===== src/rtl/alu_arb_pkg.sv =====
// Shared opcode constants and FSM state type for the ALU arbiter.
package alu_arb_pkg;

  localparam logic [1:0] OP_ADD  = 2'b00;
  localparam logic [1:0] OP_SUB  = 2'b01;
  localparam logic [1:0] OP_NAND = 2'b10;
  localparam logic [1:0] OP_XOR  = 2'b11;

  typedef enum logic [1:0] {
    StIdle,
    StExec,
    StResp
  } state_e;

endpackage


===== src/rtl/alu_arbiter_alu.sv =====
// 4-bit ALU: add/sub wrap modulo 16 with signed-overflow flag; NAND/XOR never flag.
module alu_arbiter_alu
  import alu_arb_pkg::*;
(
  input  logic [1:0] i_op,
  input  logic [3:0] i_a,
  input  logic [3:0] i_b,
  output logic [3:0] o_data,
  output logic       o_ovf
);

  always_comb begin
    o_data = '0;
    o_ovf  = 1'b0;
    case (i_op)
      OP_ADD: begin
        o_data = i_a + i_b;
        o_ovf  = (i_a[3] == i_b[3]) && (o_data[3] != i_a[3]);
      end
      OP_SUB: begin
        o_data = i_a - i_b;
        o_ovf  = (i_a[3] != i_b[3]) && (o_data[3] != i_a[3]);
      end
      OP_NAND: o_data = ~(i_a & i_b);
      default: o_data = i_a ^ i_b;
    endcase
  end

endmodule


===== src/rtl/alu_arbiter.sv =====
// Two-requester round-robin arbiter in front of one shared 4-bit ALU.
// ALU_ARBITER_ERR_CNT_EN adds a saturating overflow-event counter on err_cnt.
module alu_arbiter
  import alu_arb_pkg::*;
#(
  parameter int unsigned ERR_CNT_W = 4
) (
  input  logic                 clk,
  input  logic                 rst,
  input  logic                 req0_valid,
  output logic                 req0_ready,
  input  logic [1:0]           req0_op,
  input  logic [3:0]           req0_a,
  input  logic [3:0]           req0_b,
  input  logic                 req1_valid,
  output logic                 req1_ready,
  input  logic [1:0]           req1_op,
  input  logic [3:0]           req1_a,
  input  logic [3:0]           req1_b,
  output logic                 rsp_valid,
  input  logic                 rsp_ready,
  output logic                 rsp_id,
  output logic [3:0]           rsp_data,
  output logic                 rsp_err,
  output logic                 busy,
  output logic [ERR_CNT_W-1:0] err_cnt
);

  state_e     r_state;
  logic       r_ptr;
  logic [1:0] r_op;
  logic [3:0] r_a;
  logic [3:0] r_b;
  logic       r_id;
  logic       r_rsp_valid;
  logic [3:0] r_rsp_data;
  logic       r_rsp_err;
  logic       r_rsp_id;

  logic       w_idle;
  logic       w_grant0;
  logic       w_grant1;
  logic [3:0] w_alu_data;
  logic       w_alu_ovf;

  // Pointer only breaks ties; a lone requester wins regardless of it.
  assign w_idle   = (r_state == StIdle) && !rst;
  assign w_grant0 = w_idle && req0_valid && (!req1_valid || !r_ptr);
  assign w_grant1 = w_idle && req1_valid && (!req0_valid || r_ptr);

  assign req0_ready = w_grant0;
  assign req1_ready = w_grant1;
  assign rsp_valid  = r_rsp_valid;
  assign rsp_data   = r_rsp_data;
  assign rsp_err    = r_rsp_err;
  assign rsp_id     = r_rsp_id;
  assign busy       = (r_state != StIdle);

  alu_arbiter_alu u_alu (
    .i_op   (r_op),
    .i_a    (r_a),
    .i_b    (r_b),
    .o_data (w_alu_data),
    .o_ovf  (w_alu_ovf)
  );

  always_ff @(posedge clk) begin
    if (rst) begin
      r_state     <= StIdle;
      r_ptr       <= 1'b0;
      r_op        <= '0;
      r_a         <= '0;
      r_b         <= '0;
      r_id        <= 1'b0;
      r_rsp_valid <= 1'b0;
      r_rsp_data  <= '0;
      r_rsp_err   <= 1'b0;
      r_rsp_id    <= 1'b0;
    end else begin
      case (r_state)
        StIdle: begin
          if (w_grant0 || w_grant1) begin
            r_op    <= w_grant1 ? req1_op : req0_op;
            r_a     <= w_grant1 ? req1_a : req0_a;
            r_b     <= w_grant1 ? req1_b : req0_b;
            r_id    <= w_grant1;
            r_ptr   <= w_grant0;
            r_state <= StExec;
          end
        end
        StExec: begin
          r_rsp_data  <= w_alu_data;
          r_rsp_err   <= w_alu_ovf;
          r_rsp_id    <= r_id;
          r_rsp_valid <= 1'b1;
          r_state     <= StResp;
        end
        StResp: begin
          if (rsp_ready) begin
            r_rsp_valid <= 1'b0;
            r_state     <= StIdle;
          end
        end
        default: r_state <= StIdle;
      endcase
    end
  end

`ifdef ALU_ARBITER_ERR_CNT_EN
  logic [ERR_CNT_W-1:0] r_err_cnt;

  always_ff @(posedge clk) begin
    if (rst) begin
      r_err_cnt <= '0;
    end else if ((r_state == StResp) && rsp_ready && r_rsp_err && (r_err_cnt != '1)) begin
      r_err_cnt <= r_err_cnt + 1'b1;
    end
  end

  assign err_cnt = r_err_cnt;
`else
  assign err_cnt = '0;
`endif

endmodule


===== config.mk =====
export PLATFORM = sky130hd
export DESIGN_NAME = alu_arbiter
export DESIGN_NICKNAME = d
export VERILOG_FILES = /design/src/rtl/alu_arb_pkg.sv /design/src/rtl/alu_arbiter_alu.sv /design/src/rtl/alu_arbiter.sv
export SDC_FILE = /design/constraint.sdc
export NUM_CORES = 1
export LEC_CHECK = 0
export BUFFER_PORTS_ARGS = -buffer_cell sky130_fd_sc_hd__clkbuf_2
export CAP_MARGIN = 20
export CORE_ASPECT_RATIO = 0.8
export CORE_MARGIN = 2
export CORE_UTILIZATION = 45
export DETAILED_ROUTE_END_ITERATION = 12
export GPL_TIMING_DRIVEN = 0
export PLACE_DENSITY = 0.85
export SYNTH_ARGS = -nofsm -noshare
export SYNTH_HDL_FRONTEND = slang
export SYNTH_SLANG_ARGS = --single-unit

===== constraint.sdc =====
create_clock -name clk -period 1.96 [get_ports clk]
set_input_delay 0.098 -clock clk [delete_from_list [all_inputs] [get_ports clk]]
set_output_delay 0.098 -clock clk [all_outputs]
set_load 0.02 [all_outputs]

==> results of run 1 <==
[stage by stage]
step	setup slack [ns]	cells
floorplan	0.140	149
global placement	0.0505	221
detailed placement	-0.00551	221
CTS	0.0263	225
global route	0.0238	225
finish	0.106	225
[worst max-delay path: stages (launching register included)]
cell,delay (ns)
dfxtp_4,0.38
inv_1,0.07
ha_1,0.33
nor3b_2,0.08
or3_1,0.35
a311o_1,0.33
a41o_1,0.23
[cell type report]
cell class / instances / area [um^2] / share of cell area
Timing Repair Buffer: 34 / 170 / 0.111
Inverter: 10 / 37.5 / 0.0245
Tap cell: 38 / 47.5 / 0.0310
Clock buffer: 3 / 22.5 / 0.0147
Buffer: 13 / 76.3 / 0.0498
Multi-Input combinational cell: 105 / 749 / 0.489
Sequential cell: 21 / 425 / 0.277
Clock inverter: 1 / 5.00 / 0.00326
[registers in the layout, summed over array words and instances (netlist names)]
signal / count
r_state: 2
rsp_err: 1
r_ptr: 1
r_a: 4
rsp_data: 4
r_op: 2
rsp_valid: 1
r_b: 4
r_id: 1
rsp_id: 1
[power by group through the flow]
stage	Clock, mW	Combinational [mW]	Sequential, mW
after floorplan	0	0.268	0.535
after global placement	0	0.375	0.524
after detailed placement	0	0.387	0.527
after CTS	0.211	0.388	0.518
after global routing	0.227	0.435	0.526
final	0.205	0.392	0.518
[per-layer routing]
layer / share of wire / vias up
met4: 0.0015 / 0
li1: - / 586
met1: 0.49 / 497
met5: 0 / -
met2: 0.45 / 42
met3: 0.061 / 2
[layout by cell type, fill, tap and decap left out, types with 4 or more instances in the layout]
cell | netlist | final
clkbuf_2 | 0 | 35
dfxtp_1 | 21 | 19
nor2_1 | 14 | 14
nand2_1 | 11 | 11
inv_1 | 10 | 10
mux2i_1 | 10 | 10
a211oi_1 | 10 | 10
a21oi_1 | 9 | 9
ha_1 | 7 | 7
clkbuf_1 | 5 | 4
nor3_1 | 5 | 4
buf_4 | 4 | 4
conb_1 | 1 | 4
[cells in the mapped netlist (all sizes together) (5+ instances only)]
master and instances:
dfxtp 21, nor2 14, nand2 11, a211oi 10, inv 10, mux2i 10
a21oi 9, buf 8, ha 7, clkbuf 5, nor3 5
[path summary, 6_finish.rpt]
kind             end  cells after the start
min           r_b[1]                      3
min reg2reg   rsp_id                      2
max          rsp_err                      6
max reg2reg  rsp_err                      6
[kinds of logic (layout without fill, tap and decap cells)]
kind of cell / after synthesis / in the layout
AND/OR/NAND/NOR: 49 / 49
AO/OA/AOI/OAI: 30 / 30
buffers and inverters: 23 / 61
flip-flops: 21 / 21
multiplexers: 12 / 12
adder cells (fa/ha/maj): 9 / 9
other: 1 / 4
XOR/XNOR: 1 / 1
[what timing repair did]
action / 4_1_cts / 5_1_grt
buffers inserted: 0 / 0
pin swaps: 0 / 1
setup endpoints to repair: 2 / 3
gates resized for setup: 2 / 4
==> run metrics, run 1 <==
post-route antenna net violation count=0; beginning of the worst hold path=req1_b[1]; detailed-route vias per instance=5.01; CTS Buffer Depth=2; mapped cell area=1270 um^2; CTS clk-pin slew, worst paths=0.12 ns; portion of the clock cycle consumed by the worst path in the final layout=0.946; cell accounting for the most synthesized area=dfxtp_1; number of enable-type register cells in the synthesized netlist=0; type of the worst setup path=reg -> reg; wirelength, routed=2730 um; # Max-Cap Violations=0; number of nets in the final layout=222; TritonCTS Buffers=3; fraction of layout instances using a drive strength above 1=0.305; hold-fix buffers at CTS=0; Power Internal=728 uW; global-route usage over all layers=0.178; initial DRC count=59; overall via count from detail_route=1,127; static power due to leakage=0.778 nW; maximum number of pins on one net before global-route repair=13; fraction of power spent switching nets=0.347; peak ir drop on the vdd network=470 uV; area enclosed by the die boundary=3260 um^2; largest cells by area after synthesis=dfxtp_1 33%, mux2i_1 7.9%, ha_1 6.9%; met1 track demand over resource=0.247; Post-Layout Inst Area=1530 um^2; unrepaired setup endpoints after global routing=false; Top-Level Pins=39; DP Area=1500 um^2; initial antenna violation count=0; startpoint of the worst setup timing path=r_b[1]; Site Rows=17; synthesis warning total=0; WHS=0.0494 ns; R2R Path Start=r_b[1]; sort of element at the start of the critical path=flip-flop; port buffer count=34; Skew-Pair Late Insertion Delay=0.30 ns; most used flip-flop cell after synthesis=dfxtp_1; met2 demand-to-capacity share in global routing=0.285; Post-Synth Simple-Gate Area=0.204; number of inserted diodes=0; detail-routed net length per standard cell=12.2 um; wire length of the first global-routing pass=4540 um; cell count after synthesis=146; die extent in x=63.3 um; length of the first detailed-routing pass in iterations=4; P_sw=387 uW; number of max-slew violations in the final report=0; post-route core utilization=0.563; multiplexer share of the synthesized area=0.106; filler instances=290; floorplan core area=2720 um^2; CTS HTree Levels=1; fraction of registers with async set/reset=0; fraction of power consumed by the clock network=0.184; min cycle time layout=1.85 ns; WP data arrival=2.06 ns; most heavily used metal layer in global routing=met2; total setup violations reported at the end of the flow=0; placed wire-length estimate=2190 um; total of flip-flops plus latches after synthesis=21; area share of the largest cell type after synthesis=0.332; Initial Utilization=0.465; reg2reg setup slack=0.11 ns; synthesized-area fraction occupied by ao, oa, aoi and oai cells=0.159; Seq/Total Area, Yosys=0.332; endpoint class of the critical path=flip-flop; RD Place Congestion=0.780; TritonCTS clock tree=done; number of sinks driven by the clock tree=21; met3 usage in global routing=0.0485; largest family of logic cells by synthesized area=simple AND/OR/NAND/NOR gates; final hold violations=0; Chip Height=51.4 um; required arrival time at the worst endpoint=2.17 ns; final worst clock skew=0.00381 ns; PD cells=727 nW/um^2; Synth cell types=40; HP Class=in -> reg; vias in the first global route=1,007; maximum operating frequency=539 MHz; number of remaining DRC errors=0; adder-cell share of the synthesized area=0.101; GRT Residual Overflow=0; Power Total=1.12 mW; Synth-to-Final Area Change=21.1%; relative contribution of sequential cells to total power=0.465; fraction of synthesized cell area in xor and xnor cells=0.00692; syn_area_per_cell=8.67 um^2; highest net fanout along the worst path=4; run status=completed; buffer type at the clock tree root=clkbuf_4; share of total power in combinational logic=0.351; Fin Setup TNS=0 ns
No activity file was read; power rests on OpenSTA's default activity.
==> run 2: changes to the inputs <==
--- a/config.mk
+++ b/config.mk
@@ -9,10 +9,11 @@
 export CAP_MARGIN = 20
 export CORE_ASPECT_RATIO = 0.8
 export CORE_MARGIN = 2
-export CORE_UTILIZATION = 45
+export CORE_UTILIZATION = 52
+export CTS_BUF_LIST = sky130_fd_sc_hd__clkbuf_4 sky130_fd_sc_hd__clkbuf_8
 export DETAILED_ROUTE_END_ITERATION = 12
 export GPL_TIMING_DRIVEN = 0
-export PLACE_DENSITY = 0.85
+export PLACE_DENSITY = 0.92
 export SYNTH_ARGS = -nofsm -noshare
 export SYNTH_HDL_FRONTEND = slang
 export SYNTH_SLANG_ARGS = --single-unit
==> constraint.sdc (replaced) <==
create_clock -name clk -period 1.95 [get_ports clk]
set_input_delay 0.0975 -clock clk [delete_from_list [all_inputs] [get_ports clk]]
set_output_delay 0.0975 -clock clk [all_outputs]
set_load 0.02 [all_outputs]
==> run 2 against run 1 <==
Non-clock buffer count is the same. Via count increased by 2.5%. Clock power about the same. First-iteration DRC count fell by 41%. Sequential share of layout area about the same. Flip-flop and latch count unchanged. Worst hold slack got worse by 0.0078 ns. Largest power group unchanged.
==> run metrics, run 2 (synthesis gave the netlist of run 1 again) <==
number of max-slew violations in the final report=0 (unchanged); HP Class=in -> reg; # Max-Cap Violations=0 (unchanged); wire length of the first global-routing pass=4480 um (-1.4%); detailed-route vias per instance=5.45 (+8.8%); static power due to leakage=0.780 nW (+0.32%); number of nets in the final layout=222 (unchanged); Power Total=1.13 mW (+1.3%); final worst clock skew=0.0100 ns (+0.00621 ns); post-route antenna net violation count=0 (unchanged); TritonCTS clock tree=done; area of combinational cells with multiple inputs=771 um^2 (+2.8%); placed wire-length estimate=2200 um (+0.85%); path depth of the worst reg2reg path=7 (+1); floorplan core area=2230 um^2 (-18%); TritonCTS Buffers=3 (unchanged); maximum operating frequency=539 MHz (-0.11%); PD cells=733 nW/um^2 (+0.87%); detail-routed net length per standard cell=13.0 um (+7.1%); CTS clk-pin slew, worst paths=0.12 ns (about the same); GRT Residual Overflow=0 (unchanged); number of remaining DRC errors=0 (unchanged); filler instances=184 (-37%); startpoint of the worst setup timing path=r_b[2]; number of inserted diodes=0 (unchanged); Post-Layout Cell Count=212 (-5.8%); WP data arrival=2.06 ns (about the same); Top-Level Pins=39 (unchanged); port buffer count=34 (unchanged); wirelength, routed=2760 um (+0.95%); smallest setup slack after layout=0.0941 ns (-0.0121 ns); Chip Height=48.1 um (-6.4%); Skew-Pair Late Insertion Delay=0.30 ns (about the same); sort of element at the start of the critical path=flip-flop; required arrival time at the worst endpoint=2.15 ns (-0.02 ns); endpoint of the worst register-to-register path=rsp_err; highest net fanout along the worst path=8 (+4); pre-CTS setup slack=0.00467 ns (+0.0102 ns); CTS HTree Levels=1 (unchanged); min cycle time layout=1.86 ns (+0.00208 ns); run status=completed; length of the first detailed-routing pass in iterations=4 (unchanged); initial DRC count=35 (-41%); R2R Path Start=r_b[2]; number of stages on the worst hold path=3 (unchanged); peak ir drop on the vdd network=505 uV (+7.5%); worst setup path endpoint=rsp_err; portion of the clock cycle consumed by the worst path in the final layout=0.952 (+0.00591); endpoint class of the critical path=flip-flop; maximum number of pins on one net before global-route repair=13 (unchanged); global-route usage over all layers=0.212 (+0.0340); sequential cell area=427 um^2 (+0.29%); hold-fix buffers at CTS=0 (unchanged); Synth-to-Final Area Change=21.6%; buffer type at the clock tree root=clkbuf_4; cell count after placement=208 (-5.9%); Initial Utilization=0.567 (+0.102); final hold violations=0 (unchanged); number of sinks driven by the clock tree=21 (unchanged); die extent in x=59.2 um (-6.5%); commonest non-fill, non-tap cell in the layout=clkbuf_2; Site Rows=15 (-2); initial antenna violation count=0 (unchanged); total setup violations reported at the end of the flow=0 (unchanged); area enclosed by the die boundary=2850 um^2 (-13%); RD Place Congestion=0.910 (+17%); fraction of layout instances using a drive strength above 1=0.326 (+0.0214); reg2reg setup slack=0.09 ns (about the same); type of the worst setup path=reg -> reg; CTS Buffer Depth=2 (unchanged); highest-count cells in the layout ignoring fill and taps=35 x clkbuf_2, 18 x dfxtp_1, 14 x nor2_1; overall via count from detail_route=1,155 (+2.5%); vias in the first global route=1,033 (+2.6%)
[run 2: area by class of cell]
type | instances | share of cell area
buffer | 13 | 0.0496
clock inverter | 1 | 0.00325
timing repair buffer | 34 | 0.110
inverter | 10 | 0.0244
sequential | 21 | 0.277
multi-input combinational | 105 | 0.500
tap | 25 | 0.0203
clock buffer | 3 | 0.0146
[run 2: per-stage QoR]
stage	hold slack [ns]	setup TNS [ns]	instance area (um^2)	util
after CTS	0.0410	0	1510	0.677
after detailed placement	0.377	0	1480	0.662
after global placement	0.370	0	1480	0.662
after global routing	0.0495	-0.00198	1540	0.690
final	0.0416	0	1540	0.690
after floorplan	0.280	0	1280	-
[run 2: per-layer routing]
metal  up-vias  share of wire  track usage
li1        585              -            -
met1       519           0.45        0.270
met2        47           0.47        0.371
met3         4          0.072       0.0557
met4         0         0.0051       0.0409
met5         -              0            0
[run 2: timing repair]
action                                  4_1_cts  5_1_grt
gates resized for setup                       2        8
endpoints found under the setup margin        3        4
gates cloned                                  0        0
buffers inserted                              0        0
pin swaps                                     0        2
[run 2: critical path, stage by stage (launching register included)]
cell and delay, ns:
dfxtp_2 0.36, inv_1 0.04, ha_1 0.27, buf_6 0.13, nor3b_2 0.06, or3_1 0.34
a311o_1 0.32, a41o_1 0.23
[run 2: worst min path at each step]
stage | end | startpoint
final | r_op[0] | req1_op[0]
after CTS | r_a[1] | req1_a[1]
after global routing | r_a[3] | req1_a[3]
after global placement | r_b[0] | req1_b[0]
after detailed placement | r_a[1] | req1_a[1]
after floorplan | r_a[0] | req1_a[0]
[run 2: report_power, final]
part / switching, mW / leakage (nW) / internal [mW]
Clock: 0.129 / 0.0177 / 0.0765
Sequential: 0.0420 / 0.174 / 0.480
Combinational: 0.221 / 0.589 / 0.181
==> run 3: changes to the inputs <==
==> constraint.sdc (replaced) <==
create_clock -name clk -period 1.95 [get_ports clk]
set_input_delay 0.0975 -clock clk [delete_from_list [all_inputs] [get_ports clk]]
set_output_delay 0.0975 -clock clk [all_outputs]
set_load 0.1 [all_outputs]
==> run 3 against run 2 <==
Fmax is 0.85% lower. Clock skew is 0.0024 ns higher. Worst setup slack worse by 0.016 ns. Global-route usage is 0.23 points higher. Wire length is 0.25% higher.
==> run metrics, run 3 (synthesis gave the netlist of run 1 again) <==
run status=completed; CTS Buffer Depth=2 (unchanged); detailed-route vias per instance=5.52 (+1.4%); Site Rows=15 (unchanged); post-route antenna net violation count=0 (unchanged); post-route core utilization=0.699 (+0.00952); maximum operating frequency=534 MHz (-0.85%); highest-count cells in the layout ignoring fill and taps=33 x clkbuf_2, 18 x dfxtp_1, 14 x nor2_1; vias in the first global route=1,049 (+1.5%); Top-Level Pins=39 (unchanged); sequential cell area=427 um^2 (unchanged); number of nets in the final layout=222 (unchanged); TritonCTS clock tree=done; RD Place Congestion=0.910 (unchanged); total setup violations reported at the end of the flow=0 (unchanged); CTS clk-pin slew, worst paths=0.12 ns (about the same); number of sinks driven by the clock tree=21 (unchanged); GRT Residual Overflow=0 (unchanged); fraction of layout instances using a drive strength above 1=0.326 (unchanged); Synth-to-Final Area Change=23.3%; maximum number of pins on one net before global-route repair=13 (unchanged); min cycle time layout=1.87 ns (+0.0159 ns); buffer type at the clock tree root=clkbuf_4; placed wire-length estimate=2200 um (unchanged); pre-CTS setup slack=0.00467 ns (unchanged); HP Class=in -> reg; worst slew margin relative to its limit=0.637; highest net fanout along the worst path=8 (unchanged); area enclosed by the die boundary=2850 um^2 (unchanged); peak ir drop on the vdd network=521 uV (+3.0%); number of inserted diodes=0 (unchanged); number of remaining DRC errors=0 (unchanged); filler instances=177 (-3.8%); area of combinational cells with multiple inputs=777 um^2 (+0.81%); type of the worst setup path=reg -> reg; initial antenna violation count=0 (unchanged); transition at the pin with the smallest max-transition slack=0.547 ns; initial DRC count=35 (unchanged); Power Total=1.31 mW (+16%); port buffer count=34 (unchanged); portion of the clock cycle consumed by the worst path in the final layout=0.960 (+0.00816); wire length of the first global-routing pass=4530 um (+1.1%); Skew-Pair Late Insertion Delay=0.31 ns (about the same); commonest non-fill, non-tap cell in the layout=clkbuf_2; buffers inserted by post-CTS timing repair=0 (unchanged); overall via count from detail_route=1,171 (+1.4%); Initial Utilization=0.567 (unchanged); die extent in x=59.2 um (unchanged); sort of element at the start of the critical path=flip-flop; smallest setup slack after layout=0.0782 ns (-0.0159 ns); final worst clock skew=0.0124 ns (+0.00235 ns); length of the first detailed-routing pass in iterations=4 (unchanged); detail-routed net length per standard cell=13.1 um (+0.25%); WP data arrival=2.05 ns (about the same); number of max-slew violations in the final report=0 (unchanged); required arrival time at the worst endpoint=2.12 ns (-0.03 ns); floorplan core area=2230 um^2 (unchanged); Chip Height=48.1 um (unchanged); final hold violations=0 (unchanged); wirelength, routed=2770 um (+0.25%); static power due to leakage=0.784 nW (+0.49%); Fin Setup TNS=0 ns (unchanged); endpoint class of the critical path=flip-flop; global-route usage over all layers=0.214 (+0.00232); CTS HTree Levels=1 (unchanged); TritonCTS Buffers=3 (unchanged); PD cells=837 nW/um^2 (+14%); # Max-Cap Violations=0 (unchanged)
run 3: critical path: stages (launching register included):
cell and delay (ns):
dfxtp_2 0.36, inv_1 0.04, ha_1 0.27, buf_6 0.13, nor3b_2 0.06, or4_1 0.50, a32oi_1 0.25, a311oi_1 0.12
run 3: repair_timing:
| item | CTS | global route |
|---|---|---|
| endpoints found under the setup margin | 4 | 5 |
| hold buffers | 0 | 0 |
| resized for setup | 5 | 11 |
| pin swaps | 0 | 2 |
run 3: power breakdown:
part | total [mW] | internal, mW | switching, mW | leakage, nW
registers | 0.523 | 0.480 | 0.0434 | 0.174
clock network | 0.210 | 0.0766 | 0.133 | 0.0177
logic | 0.575 | 0.187 | 0.388 | 0.592
run 3: area by class of cell:
type	instances	area share
multi-input cells	105	0.498
flip-flops and latches	21	0.273
repair buffers	34	0.119
plain buffers	13	0.0489
inverters	10	0.0240
well taps	25	0.0200
clock buffers	3	0.0144
clock inverters	1	0.00321
run 3: metrics by stage:
step                hold slack (ns)  std cells  instance area, um^2
CTS                          0.0410        212                 1520
floorplan                     0.280        149                 1280
detailed placement            0.377        208                 1480
global route                 0.0495        212                 1560
global placement              0.370        208                 1480
finish                       0.0345        212                 1560
run 3: layer usage:
metal / up-vias / global-route usage / part of all wire
li1: 589 / - / -
met1: 528 / 0.270 / 0.43
met2: 52 / 0.380 / 0.49
met3: 2 / 0.0557 / 0.077
met4: 0 / 0.0409 / 0.0047
met5: - / 0 / 0
run 3: path summary, 6_finish.rpt:
check                   start           to  slack [ns]  cells after the start
hold / removal     req1_op[0]      r_op[0]        0.03                      3
setup / recovery       r_b[2]  rsp_data[3]        0.08                      7
setup reg to reg       r_b[2]  rsp_data[3]        0.08                      7
hold reg to reg   rsp_data[0]  rsp_data[0]        0.46                      2
